`src/rtl/ahb_pkg.sv`:
```
// ahb_pkg: shared AHB encodings and master FSM state type
package ahb_pkg;
  localparam logic [1:0] HTRANS_IDLE = 2'b00;
  localparam logic [1:0] HTRANS_NONSEQ = 2'b10;
  localparam logic [2:0] HSIZE_WORD = 3'b010;
  localparam logic HRESP_OKAY = 1'b0;
  localparam logic HRESP_ERROR = 1'b1;
  typedef enum logic [1:0] {ST_IDLE, ST_REQ, ST_ADDR, ST_DATA} mst_state_e;
endpackage

```
`src/rtl/ahb_wait_timer.sv`:
```
// ahb_wait_timer: clearable data-phase wait counter with timeout flag
// ports: hclk/hreset clock and sync reset; clr zeroes the count; inc counts one
// wait cycle; timeout is high on the wait cycle that brings the count to TIMEOUT_CYC
module ahb_wait_timer #(
  parameter int TIMEOUT_CYC = 16
) (
  input  logic hclk,
  input  logic hreset,
  input  logic clr,
  input  logic inc,
  output logic timeout
);
  localparam int CW = $clog2(TIMEOUT_CYC + 1);
  logic [CW-1:0] cnt_q, cnt_d;
  always_comb begin
    cnt_d = clr ? '0 : inc ? cnt_q + 1'b1 : cnt_q;
    timeout = inc && (cnt_q == CW'(TIMEOUT_CYC - 1));
  end
  always_ff @(posedge hclk) begin
    if (hreset) cnt_q <= '0;
    else cnt_q <= cnt_d;
  end
endmodule

```
`src/rtl/ahb_master.sv`:
```
// ahb_master: single-transfer AHB master driven by a command/response handshake
// ports: cmd_* command in (cmd_ready handshake); hreq/hgrant/sel arbiter link;
// haddr/htrans/hwrite/hsize/hwdata/hrdata/hready/hresp AHB bus; rsp_* one-cycle completion
module ahb_master
  import ahb_pkg::*;
#(
  parameter int ADDR_W = 32,
  parameter int DATA_W = 32,
  parameter int TIMEOUT_CYC = 16
) (
  input  logic              hclk,
  input  logic              hreset,
  input  logic              cmd_valid,
  output logic              cmd_ready,
  input  logic              cmd_write,
  input  logic [ADDR_W-1:0] cmd_addr,
  input  logic [DATA_W-1:0] cmd_wdata,
  input  logic [1:0]        cmd_sel,
  output logic              hreq,
  input  logic              hgrant,
  output logic [1:0]        sel,
  output logic [ADDR_W-1:0] haddr,
  output logic [1:0]        htrans,
  output logic              hwrite,
  output logic [2:0]        hsize,
  output logic [DATA_W-1:0] hwdata,
  input  logic [DATA_W-1:0] hrdata,
  input  logic              hready,
  input  logic              hresp,
  output logic              rsp_valid,
  output logic [DATA_W-1:0] rsp_rdata,
  output logic              rsp_err
);
  mst_state_e st_q, st_d;
  logic [ADDR_W-1:0] addr_q, addr_d, haddr_q, haddr_d;
  logic [DATA_W-1:0] wdata_q, wdata_d, hwdata_q, hwdata_d, rdata_q, rdata_d;
  logic [1:0] csel_q, csel_d, sel_q, sel_d, htrans_q, htrans_d;
  logic write_q, write_d, hwrite_q, hwrite_d, ready_q, ready_d, hreq_q, hreq_d;
  logic vld_q, vld_d, err_q, err_d, timeout, unal;
  assign unal = cmd_addr[1:0] != 2'b00;
  ahb_wait_timer #(.TIMEOUT_CYC(TIMEOUT_CYC)) u_timer (
    .hclk    (hclk),
    .hreset  (hreset),
    .clr     (st_q != ST_DATA),
    .inc     (st_q == ST_DATA && !hready),
    .timeout (timeout)
  );
  // outputs are computed from the next state so every bus signal comes straight off a flop
  always_comb begin
    st_d = st_q;
    addr_d = addr_q;
    wdata_d = wdata_q;
    write_d = write_q;
    csel_d = csel_q;
    vld_d = 1'b0;
    err_d = HRESP_OKAY;
    rdata_d = '0;
    case (st_q)
      ST_IDLE: if (cmd_valid && ready_q) begin
        addr_d = cmd_addr;
        wdata_d = cmd_wdata;
        write_d = cmd_write;
        csel_d = cmd_sel;
        st_d = unal ? ST_IDLE : ST_REQ;
        vld_d = unal;
        err_d = unal ? HRESP_ERROR : HRESP_OKAY;
      end
      ST_REQ: st_d = (hgrant && hready) ? ST_ADDR : ST_REQ;
      ST_ADDR: st_d = !hgrant ? ST_REQ : hready ? ST_DATA : ST_ADDR;
      ST_DATA: if (hready || timeout) begin
        st_d = ST_IDLE;
        vld_d = 1'b1;
        err_d = hready ? hresp : HRESP_ERROR;
        rdata_d = (hready && !write_q) ? hrdata : '0;
      end
      default: st_d = ST_IDLE;
    endcase
    ready_d = st_d == ST_IDLE && !vld_d;
    hreq_d = st_d != ST_IDLE;
    sel_d = hreq_d ? csel_d : 2'b00;
    htrans_d = st_d == ST_ADDR ? HTRANS_NONSEQ : HTRANS_IDLE;
    haddr_d = st_d == ST_ADDR ? addr_d : '0;
    hwrite_d = st_d == ST_ADDR && write_d;
    hwdata_d = (st_d == ST_DATA && write_d) ? wdata_d : '0;
  end
  always_ff @(posedge hclk) begin
    if (hreset) begin
      st_q <= ST_IDLE;
      addr_q <= '0;
      wdata_q <= '0;
      write_q <= 1'b0;
      csel_q <= 2'b00;
      ready_q <= 1'b1;
      hreq_q <= 1'b0;
      sel_q <= 2'b00;
      htrans_q <= HTRANS_IDLE;
      haddr_q <= '0;
      hwrite_q <= 1'b0;
      hwdata_q <= '0;
      vld_q <= 1'b0;
      rdata_q <= '0;
      err_q <= HRESP_OKAY;
    end else begin
      st_q <= st_d;
      addr_q <= addr_d;
      wdata_q <= wdata_d;
      write_q <= write_d;
      csel_q <= csel_d;
      ready_q <= ready_d;
      hreq_q <= hreq_d;
      sel_q <= sel_d;
      htrans_q <= htrans_d;
      haddr_q <= haddr_d;
      hwrite_q <= hwrite_d;
      hwdata_q <= hwdata_d;
      vld_q <= vld_d;
      rdata_q <= rdata_d;
      err_q <= err_d;
    end
  end
  assign cmd_ready = ready_q;
  assign hreq = hreq_q;
  assign sel = sel_q;
  assign htrans = htrans_q;
  assign haddr = haddr_q;
  assign hwrite = hwrite_q;
  assign hsize = HSIZE_WORD;
  assign hwdata = hwdata_q;
  assign rsp_valid = vld_q;
  assign rsp_rdata = rdata_q;
  assign rsp_err = err_q;
endmodule

```
`config.mk`:
```
export PLATFORM = sky130hd
export DESIGN_NAME = ahb_master
export DESIGN_NICKNAME = d
export VERILOG_FILES = /design/src/rtl/ahb_pkg.sv /design/src/rtl/ahb_wait_timer.sv /design/src/rtl/ahb_master.sv
export SDC_FILE = /design/constraint.sdc
export NUM_CORES = 1
export LEC_CHECK = 0
export ABC_AREA = 1
export CAP_MARGIN = 0
export CORE_MARGIN = 3
export CORE_UTILIZATION = 44
export CTS_CLUSTER_DIAMETER = 50
export DETAILED_ROUTE_END_ITERATION = 10
export HOLD_SLACK_MARGIN = 0.08
export PLACE_DENSITY = 0.85
export SLEW_MARGIN = 10
export SYNTH_ARGS = -nofsm -noshare
export SYNTH_HDL_FRONTEND = slang
export SYNTH_SLANG_ARGS = --single-unit
```
`constraint.sdc`:
```
create_clock -name hclk -period 1.9 [get_ports hclk]
set_input_delay 0.38 -clock hclk [delete_from_list [all_inputs] [get_ports hclk]]
set_output_delay 0.38 -clock hclk [all_outputs]
set_load 0.02 [all_outputs]
```
Word level (Yosys, flattened, before mapping)
Index checks and enable logic that the tools add are counted.

Register bits after elaboration: 179. Logic and storage cells: 75. Output and inout bits: 108. Input bits: 105.

Bitwise gates (word level): 6. Eq/ne operators: 7. Add/subtract/negate cells: 1. Multiplexer cells: 24. Reductions and logical operators: 21.

Operator list (number): 2-to-1 mux 32 bit (4); 2-to-1 mux 2 bit (7); 2-to-1 mux 1 bit (10); == test 2 bit (second input constant) (4); logical AND 1 bit (8); case mux 2 bit (4 select lines) (1); OR reduction 2 bit (4); NOT 1 bit (6); adder 5 x 1 -> 5 bit (second input constant) (1); == test 5 x 4 -> 1 bit (second input constant) (1); logical NOT 2 bit (2); case mux 1 bit (2 select lines) (2); nonzero test 2 bit (2); OR reduction 4 bit (1); logical NOT 1 bit (3); == test 2 x 1 -> 1 bit (second input constant) (1); inequality test 2 bit (second input constant) (1); logical OR 1 bit (1).

Logic depth before layout (Yosys ltp)
Word-level depth: 10. Mapped depth: 12. Depth with buffers taken out: 12.

Modules after synthesis
Synthesis repeated with hierarchy kept, for this count alone.

Cells, all modules: 653. Area total of the unflattened synthesis: 6406.1 sq um.

By module, submodules not included: ahb_master (cells each 621, instances 1, area an instance 6143.4 sq um, seq. area each 3463.3 sq um); ahb_wait_timer (cells each 32, instances 1, area an instance 262.8 sq um, seq. area each 100.1 sq um).

Least setup slack after synthesis
OpenSTA, ideal clock, no wires.

Path kind: flip-flop to flip-flop. From: register u_timer.cnt_q[0]. To: register hwdata_q[10], in the netlist hwdata[10]. Path buffers: 1. Data required time: 1.781 ns. Period minus slack after synthesis: 1.597 ns. Stages on the path, launching flop included: 13. Setup slack: 0.303 ns. Library setup time: 0.119 ns. Arrival: 1.478 ns. Cell sequence: dfxtp_1 -> ha_1 -> inv_1 -> nor3_1 -> ha_1 -> nor2_1 -> nand2_1 -> nand3_1 -> nand2_1 -> nand2_4 -> nand3_2 -> buf_2 -> nor2_1.

Longest elaborated chain between the ends: 9.

Ends and longest elaborated chain: start, declared (RTL line ahb_wait_timer.sv:14) `logic [CW-1:0] cnt_q, cnt_d;`; start signal, assigned (RTL line ahb_wait_timer.sv:21) `else cnt_q <= cnt_d;`; == test 5 x 4 -> 1 bit (RTL line ahb_wait_timer.sv:17) `timeout = inc && (cnt_q == CW'(TIMEOUT_CYC - 1));`; logical AND 1 bit (RTL line ahb_wait_timer.sv:17); logical OR 1 bit (RTL line ahb_master.sv:70) `ST_DATA: if (hready || timeout) begin`; 2-to-1 mux 2 bit (RTL line ahb_master.sv:70); case mux 2 bit (4 select lines) (RTL line ahb_master.sv:58) `case (st_q)`; == test 2 bit (RTL line ahb_master.sv:84) `hwdata_d = (st_d == ST_DATA && write_d) ? wdata_d : '0;`; logical AND 1 bit (RTL line ahb_master.sv:84); NOT 1 bit (no line); OR reduction 2 bit (no line); end signal, assigned (RTL line ahb_master.sv:115) `hwdata_q <= hwdata_d;`; end, declared (RTL line ahb_master.sv:36) `logic [DATA_W-1:0] wdata_q, wdata_d, hwdata_q, hwdata_d, rdata_q, rdata_d;`.

Every way passes these cells. A chain may end at the register's enable or synchronous reset.

Final worst setup path
From: register ready_q, in the netlist cmd_ready. To: output port cmd_ready.

RTL lines: start, declared (RTL line ahb_master.sv:38) `logic write_q, write_d, hwrite_q, hwrite_d, ready_q, ready_d, hreq_q, hreq_d;`; start signal, assigned (RTL line ahb_master.sv:109) `ready_q <= ready_d;`; end, declared (RTL line ahb_master.sv:14) `output logic cmd_ready,`.

No word-level cell between the ends.

==> impl_metrics.csv <==
group,metric,value,unit
outcome,status,"completed",
synthesis,yosys.area.top_type_share,0.631,
sta,fin_crit_sh,0.992,
worst_hold_path,min_path_type,"in -> reg",
routing,routed_wl,15400,um
die,rows,40,
sta,tns,0,ps
sta,finalMaxSlewViolations,0,
die,die-area,14200,um^2
pwr,cellLeakagePower,3.86,nW
die,core_area,12300,um^2
setup_path,crit_slowest_cell,"clkdlybuf4s50_1",
setup_path,required,1520,ps
final_layout,final_area,8870,um^2
final_layout,fin_nets,893,
synthesis,ys_ff_latch,178,
synthesis,syn_inst,559,
clock_tree,cts_tree,"yes",
routing,ant_nets,0,
setup_path,cp_cell_sequence,"clkdlybuf4s50_1",
routing,drt_iter0_drc,275,
setup_path,ff2ff_path_depth,11,
setup_path,worstSetupEndpointType,"output pin",
sta,worst_clock_skew,9.64,ps
placed_design,place_area,7930,um^2
global_route,antenna_found_initial,2,
synthesis,synth_area,5640,um^2
synthesis,ys_types,24,
final_layout,syn2layout_area_growth,57.2,%
final_layout,fillers,832,
die,ios,213,
job,cap_violations,0,
pwr,combPwrFrac,0.128,
setup_path,startpoint_type,"register",
placed_design,hpwl,9790,um
setup_path,cp_max_fo,3,
setup_path,critical_path_buf_inv_count,1,
clock_tree,cts_buffer_depth,2,
pwr,switching_share,0.237,
pwr,internal_power,6.65,mW
worst_hold_path,min_path_cells,4,
clock_tree,h-tree-depth,4,
pwr,seq_power_share,0.452,
synthesis,syn_area_per_cell,10.1,um^2
setup_path,max_stage_delay,650,ps
pwr,p_clk_frac,0.420,
clock_tree,clkTransAtPathRegs,60,ps
sta,worst_slew_pin_slew,746,ps
sta,hold_violations,0,
setup_path,cpLargestDelayFamily,"buffers and inverters",
sta,slew_headroom,0.503,
final_layout,drive_gt1_frac,0.124,
routing,drc_errors,0,
die,fp.dieW,119,um
synthesis,yosysTopAreaCell,"dfxtp_1",
die,initial_core_util,0.460,
sta,fmax,531,MHz
pwr,power_density,983,nW/um^2
clock_tree,clock_sinks,178,
clock_tree,cts_buffers,17,
setup_path,worst-setup-path-type,"reg -> out",
clock_tree,root_buffer,"clkbuf_16",
pwr,power.switching,2.07,mW
pwr,ir_worst_vdd,0.764,mV
routing,wl_per_cell,16.1,um
die,die_y,119,um
setup_path,r2r-start,"u_timer.cnt_q[0]",
synthesis,synth.area.top_cells,"dfxtp_1 (63%), mux2i_1 (12%), nor2_1 (9.8%)",
sta,period_minus_slack,1880,ps
global_route,grt_max_degree,68,
synthesis,yosysSeqAreaShare,0.631,
worst_hold_path,min_to,"addr_q[0]",
global_route,grt_usage,0.201,
setup_path,r2r_slack,60,ps
sta,setup_viol,0,
routing,drtPass1Iterations,4,
setup_path,arrival,1500,ps
global_route,overflow,0,
synthesis,yosys_warnings,0,
placed_design,portBuffers,208,
setup_path,r2r-end,"haddr[5]",
worst_hold_path,min_from,"hreset",
routing,drt-vias-per-instance,4.68,
global_route,grt_pass1_vias,4513,
routing,vias,4503,
global_route,grt_pass1_wl,22300,um
clock_tree,clk_latency,430,ps
placed_design,gp_congestion,0.855,
[worst max-delay path by stage]
stage                      from  depth (start not counted)    endpoint  slack, ps
2_1_floorplan  u_timer.cnt_q[0]                         12  hwdata[10]        300
3_3_place_gp          cmd_valid                          9  hwdata[14]         -7
3_5_place_dp             hready                          9   haddr[13]        -80
4_1_cts        u_timer.cnt_q[0]                         12   haddr[19]          1
5_1_grt        u_timer.cnt_q[0]                         11    haddr[9]        -30
6_report              cmd_ready                          1   cmd_ready         20
[metrics by stage]
| stage | setup slack [ps] | utilization | total power, mW | instances | hold slack (ps) |
|---|---|---|---|---|---|
| final | 15.3 | 0.724 | 8.72 | 962 | 442 |
| after global routing | -26.9 | 0.724 | 9.04 | 962 | 454 |
| after CTS | 1.15 | 0.701 | 8.71 | 954 | 365 |
| after detailed placement | -78.4 | 0.647 | 5.05 | 923 | 481 |
| after global placement | -7.10 | 0.647 | 5.01 | 923 | 460 |
| after floorplan | 303 | - | 4.63 | 561 | 447 |
[power by group through the flow]
stage                     combinational (mW)  clock (mW)  sequential, mW
after global placement                 0.991           0            4.02
after global routing                    1.20        3.89            3.96
final                                   1.12        3.66            3.95
after CTS                               1.04        3.72            3.95
after detailed placement                1.02           0            4.03
after floorplan                        0.603           0            4.03
[registers in the layout, summed over array words and instances, names as in the netlist, 2 cells and up]
signal,count
addr_q,32
st_q,2
sel,2
haddr,32
rsp_rdata,32
csel_q,2
hwdata,32
u_timer.cnt_q,5
wdata_q,32
[layer usage]
| layer | GRT usage | vias to the layer above | routed length, um |
|---|---|---|---|
| met5 | 0 | - | 13 |
| met4 | 0.0876 | 2 | 278 |
| met3 | 0.0755 | 27 | 1140 |
| met2 | 0.351 | 156 | 8060 |
| met1 | 0.215 | 2132 | 5950 |
| li1 | - | 2186 | - |
[cell families after synthesis]
family / count (synthesis) / synth area share
compound gates: 13 / 0.0120
xor+xnor: 2 / 0.00310
fa+ha+maj: 7 / 0.0155
buf+inv: 83 / 0.0672
flops: 178 / 0.631
mux: 65 / 0.115
other cells: 2 / 0.00133
simple gates: 209 / 0.154
[area by class of cell]
| type | count | area (um^2) | share of cell area |
|---|---|---|---|
| antenna | 1 | 2.50 | 0.000282 |
| tap | 168 | 210 | 0.0237 |
| clock inverter | 12 | 183 | 0.0206 |
| timing repair buffer | 232 | 2370 | 0.267 |
| clock buffer | 19 | 443 | 0.0499 |
| multi-input combinational | 300 | 1900 | 0.214 |
| inverter | 52 | 195 | 0.0220 |
| sequential | 178 | 3570 | 0.402 |
[synthesized netlist by cell type]
master / count
or2_0: 1
xor2_1: 2
nand2_1: 17
nor2_1: 147
buf_6: 3
conb_1: 2
ha_1: 7
nand2_2: 1
inv_2: 1
o21ai_0: 5
buf_2: 12
nand2_4: 2
nand3_2: 1
nand3_1: 6
a21o_1: 1
mux2i_1: 65
dfxtp_1: 178
o21ai_1: 1
nor3_1: 32
a21oi_1: 6
clkbuf_1: 8
nor3_2: 2
buf_4: 8
inv_1: 51
[worst register-to-register path, stage by stage (launching register included)]
cell	delay, ps
dfxtp_4	370
ha_4	140
inv_1	40
nor3_2	140
ha_2	220
nor2_1	50
nand2_1	80
nand3_1	100
nand2_1	120
nand2_4	100
buf_8	190
nor3_2	220
[placed cells by master (no fill, tap or decap), types with 2 or more instances in the layout]
cell type	count
nor3_2	23
nor3_1	9
buf_12	3
nand2_1	14
nand3_1	5
conb_1	4
clkinvlp_4	6
inv_1	49
o21ai_0	5
bufinv_16	4
mux2i_1	65
a21oi_1	5
nor3_4	2
clkdlybuf4s50_1	207
ha_1	5
nand2_2	3
clkbuf_16	20
dfxtp_1	176
nand2_4	2
nor2_1	146
inv_2	3
nand3_4	2
buf_6	4
xor2_1	2
buf_4	13
[what timing repair did]
item,CTS,global route
setup endpoints to repair,65,69
cloned,0,5
pin swaps,0,2
buffers inserted,0,2
gates resized for setup,8,38
hold buffers,0,0
Power figures use the tool's default switching activity.
